<file path="config.mk">
export PLATFORM = sky130hd
export DESIGN_NAME = pipe_stage_fifo
export DESIGN_NICKNAME = d
export VERILOG_FILES = /design/src/rtl/pipe_stage_fifo.sv
export SDC_FILE = /design/constraint.sdc
export NUM_CORES = 1
export LEC_CHECK = 0
export ABC_CLOCK_PERIOD_IN_PS = 4500
export CAP_MARGIN = 20
export CELL_PAD_IN_SITES_DETAIL_PLACEMENT = 1
export CELL_PAD_IN_SITES_GLOBAL_PLACEMENT = 1
export CORE_UTILIZATION = 42
export CTS_CLUSTER_SIZE = 8
export DETAILED_ROUTE_END_ITERATION = 10
export PLACE_DENSITY = 0.86
export SLEW_MARGIN = 5
export SYNTH_ARGS = -nofsm -noshare
export SYNTH_HDL_FRONTEND = slang
export SYNTH_SLANG_ARGS = --single-unit
</file>
<file path="constraint.sdc">
create_clock -name clk -period 4.5 [get_ports clk]
set_clock_uncertainty 0.05 [all_clocks]
set_input_delay 0.9 -clock clk [delete_from_list [all_inputs] [get_ports clk]]
set_output_delay 0.9 -clock clk [all_outputs]
set_load 0.01 [all_outputs]
</file>
<file path="src/rtl/pipe_stage_fifo.sv">
// Elastic pipeline buffer between core stages: DEPTH-entry valid/ready FIFO
// with synchronous flush, occupancy and high-water-mark outputs.
// All handshake outputs come from registered occupancy, so there is no
// combinational path from m_ready to s_ready or from s_valid to m_valid.
module pipe_stage_fifo #(
    parameter int WIDTH = 32,
    parameter int DEPTH = 2,
    parameter int CW    = $clog2(DEPTH + 1)
) (
    input  logic             clk,
    input  logic             rst,
    input  logic [WIDTH-1:0] s_data,
    input  logic             s_valid,
    output logic             s_ready,
    output logic [WIDTH-1:0] m_data,
    output logic             m_valid,
    input  logic             m_ready,
    input  logic             flush,
    output logic [CW-1:0]    count,
    output logic [CW-1:0]    hwm
);

    localparam int            PW   = (DEPTH > 1) ? $clog2(DEPTH) : 1;
    localparam logic [PW-1:0] LAST = PW'(DEPTH - 1);
    localparam logic [CW-1:0] FULL = CW'(DEPTH);

    logic [WIDTH-1:0] mem [DEPTH];
    logic [PW-1:0]    wp;
    logic [PW-1:0]    rp;
    logic [CW-1:0]    count_next;
    logic             push;
    logic             pop;

    // Explicit wrap at DEPTH-1 so non-power-of-two depths index correctly.
    function automatic logic [PW-1:0] ptr_inc(input logic [PW-1:0] p);
        return (p == LAST) ? '0 : p + PW'(1);
    endfunction

    assign s_ready = (count != FULL);
    assign m_valid = (count != '0);
    assign push    = s_valid & s_ready;
    assign pop     = m_valid & m_ready;

    // Head is masked while empty so stale array contents never leak.
    assign m_data  = m_valid ? mem[rp] : '0;

    // Post-update occupancy; flush discards any same-cycle push and pop.
    always_comb begin
        count_next = count;
        if (flush) begin
            count_next = '0;
        end else if (push && !pop) begin
            count_next = count + CW'(1);
        end else if (!push && pop) begin
            count_next = count - CW'(1);
        end
    end

    // Pointers, occupancy and high-water mark; reset outranks flush.
    always_ff @(posedge clk) begin
        if (rst) begin
            wp    <= '0;
            rp    <= '0;
            count <= '0;
            hwm   <= '0;
        end else begin
            if (flush) begin
                wp <= '0;
                rp <= '0;
            end else begin
                if (push) wp <= ptr_inc(wp);
                if (pop)  rp <= ptr_inc(rp);
            end
            count <= count_next;
            if (count_next > hwm) hwm <= count_next;
        end
    end

    // Payload storage is not reset; only accepted pushes write it.
    always_ff @(posedge clk) begin
        if (!rst && !flush && push) begin
            mem[wp] <= s_data;
        end
    end

endmodule

</file>
==> results.json <==
{
  "status": "finished with violations",
  "violations": "design-rule violations",
  "cp_max_fo": 19,
  "slew_headroom_pct": 34.17,
  "cts_resized": 0,
  "r2r_slack_ns": 1.48,
  "drc": 6,
  "worstSkewPairLatency_ns": 0.33,
  "dr.pass1.iters": 7,
  "cellPowerDensity_nw_per_um2": 379.6,
  "routedWlPerCell_um": 15.96,
  "wl_mm": 5.490,
  "p_leak_nw": 1.261,
  "grt_max_degree": 33,
  "clkPwrFrac_pct": 36.7,
  "pin_count": 75,
  "max_freq_ghz": 0.3079,
  "drtIter0Drc": 59,
  "fin_crit_ns": 3.248,
  "maxCapViolCount": 0,
  "start_kind": "register",
  "antenna_found_initial": 0,
  "yosysWarnings": 0,
  "grt_overflow": 0,
  "cts_root_buf": "clkbuf_8",
  "setup_viol": 0,
  "cts_sinks": 71,
  "clock_path_buffers": 2,
  "critPathSlowestCell": "ha_1",
  "placed_cells": 328,
  "cts_setup_buffers": 0,
  "port_buffers": 74,
  "fin_nets": 303,
  "seqPwrFrac_pct": 50.8,
  "power_switching_uw": 322.5,
  "cts-hold-fix-buffers": 0,
  "gp_congestion": 0.7844,
  "syn_avg_cell_area_sq_um": 15.30,
  "area_delta_synth_final_pct": 35.74,
  "num_rows": 29,
  "hpwlAfterDp_mm": 3.713,
  "cts_buffers": 9,
  "cts_tree": "done",
  "instances_no_fill": 344,
  "cp-end-kind": "output pin",
  "setup_tns_ns": 0,
  "synth_nets": 227,
  "antenna_left": 0,
  "synth_cell_type_count": 27,
  "fin_util_pct": 59.82,
  "synthCells": 186,
  "crit_arrival_ns": 2.30,
  "cts.reportedPaths.clkPinSlew_ns": 0.07,
  "grt_pass1_vias": 1838,
  "maxSlewViolCount": 0,
  "ys_ff_latch": 71,
  "core_region_area_sq_um": 6459,
  "n_antenna_cell": 0,
  "worstHoldPathType": "reg -> reg",
  "hold_violations": 0,
  "rsz0062_at_grt": "no",
  "vdd.ir_drop.worst_mv": 0.1792,
  "dr_total_vias": 1718,
  "die_h_um": 84.33,
  "crit_required_ns": 3.55,
  "power.share.combinational_pct": 12.5,
  "track_usage_pct": 16.68,
  "seq_area_frac_synth_pct": 72.44,
  "post-route-period-util_pct": 72.17,
  "worst_pin_slew_ns": 0.9875,
  "die_area_sq_um": 7111,
  "crit_type": "reg -> out",
  "internal_power_mw": 1.144,
  "initial_core_util_pct": 44.07,
  "drive_gt1_share_pct": 7.865,
  "die_width_um": 84.33,
  "routed_via_density": 4.994,
  "swShare_pct": 21.98,
  "syn_area_sq_um": 2846,
  "cp_cell_sequence": "inv_1 > ha_1 > buf_4 > nor2_1 > clkdlybuf4s50_1",
  "htreeDepth": 3,
  "grt_pass1_wl_mm": 8.845,
  "cp_slowest_stage_delay_ns": 0.58
}
worst max-delay path: cells and delay by family, from the launching register on:
kind          cells  cell delay (ns)
buf+inv           3             0.93
flops             1             0.36
simple gates      1             0.09
fa+ha+maj         1             0.58
path summary, 6_finish.rpt:
check                 from    endpoint  cells after the start
setup / recovery  count[1]  m_data[14]                      5
hold / removal      hwm[1]      hwm[1]                      2
setup reg to reg  count[1]      hwm[0]                     10
hold reg to reg     hwm[1]      hwm[1]                      2
metal layers:
| metal | up-vias | track usage, % | wire, um |
|---|---|---|---|
| li1 | 829 | - | - |
| met1 | 839 | 18.37 | 2189 |
| met2 | 46 | 31.37 | 3017 |
| met3 | 4 | 4.031 | 254 |
| met4 | 0 | 5.643 | 28 |
| met5 | - | 0 | 0 |
power groups by stage:
stage          Sequential, mW  Combinational, mW  Clock [mW]
3_3_place_gp            0.760              0.178           0
2_1_floorplan           0.756             0.0877           0
4_1_cts                 0.746              0.186       0.549
3_5_place_dp            0.761              0.185           0
5_1_grt                 0.748              0.199       0.577
6_report                0.746              0.183       0.538
kinds of logic after synthesis:
| logic type | after synthesis | share of synthesized area, % |
|---|---|---|
| compound gates | 7 | 2.286 |
| xor+xnor | 3 | 1.407 |
| fa+ha+maj | 4 | 1.758 |
| buf+inv | 17 | 2.637 |
| flops | 71 | 72.44 |
| mux | 32 | 11.25 |
| simple gates | 52 | 8.220 |
sequential cells by signal, indices dropped and copies added, names as in the netlist, named ones only:
| name | cells |
|---|---|
| count | 2 |
| hwm | 2 |
| mem | 64 |
| rp | 1 |
| wp | 1 |
cell usage after synthesis, drive strengths merged:
cell type | number | area share (%)
nor2 | 34 | 4.5
xnor3 | 1 | 0.79
o211ai | 2 | 0.53
o211a | 1 | 0.35
ha | 4 | 1.8
clkbuf | 6 | 0.79
nor3 | 5 | 0.88
nor3b | 1 | 0.26
and3 | 1 | 0.22
inv | 7 | 0.92
buf | 4 | 0.92
dfxtp | 7 | 4.9
xnor2 | 2 | 0.62
nor4 | 1 | 0.22
o21a | 1 | 0.26
edfxtp | 64 | 68
nand2 | 4 | 0.53
mux2i | 32 | 11
nand2b | 1 | 0.22
or2 | 1 | 0.22
a211oi | 1 | 0.26
nand3b | 1 | 0.26
o32ai | 2 | 0.88
nor2b | 3 | 0.92
area by class of cell:
| class | instances | area [sq um] |
|---|---|---|
| Fill cell | 623 | 2595 |
| Sequential cell | 71 | 2063 |
| Timing Repair Buffer | 75 | 748.2 |
| Multi-Input combinational cell | 98 | 718.2 |
| Clock buffer | 9 | 123.9 |
| Tap cell | 77 | 96.34 |
| Clock inverter | 7 | 87.58 |
| Inverter | 7 | 26.28 |
through the flow:
stage          hold WS (ns)  cell area (sq um)  setup slack, ns  total power, mW
2_1_floorplan        0.4552               2846            1.362           0.8438
3_3_place_gp         0.4369               3652            1.450           0.9371
3_5_place_dp         0.4442               3652            1.320           0.9457
4_1_cts              0.4572               3864            1.172            1.482
5_1_grt              0.4946               3864            1.001            1.524
6_report             0.4553               3864            1.252            1.467
cell usage in the layout (no fill, tap or decap):
cell and n:
dfxtp_2 1, o32ai_1 1, mux2i_1 32, clkdlybuf4s50_1 74, edfxtp_1 64, buf_4 1
nor3b_1 1, dfxtp_1 6, nor2_4 1, ha_1 4, o211ai_1 2, o211a_1 1
nand2_1 4, o21a_1 1, nor4_1 1, nor2_1 33, inv_1 7, nand3b_1 1
bufinv_16 2, nor2b_4 1, or2_1 1, xnor2_1 2, nor2b_1 2, xnor3_1 1
clkinv_2 3, nand2b_1 1, clkbuf_8 9, and3_2 1, clkinv_4 1, a211oi_1 1
o32ai_2 1, clkinv_1 1, nor3_1 5
Note: power is estimated with default switching activity, not from simulation.
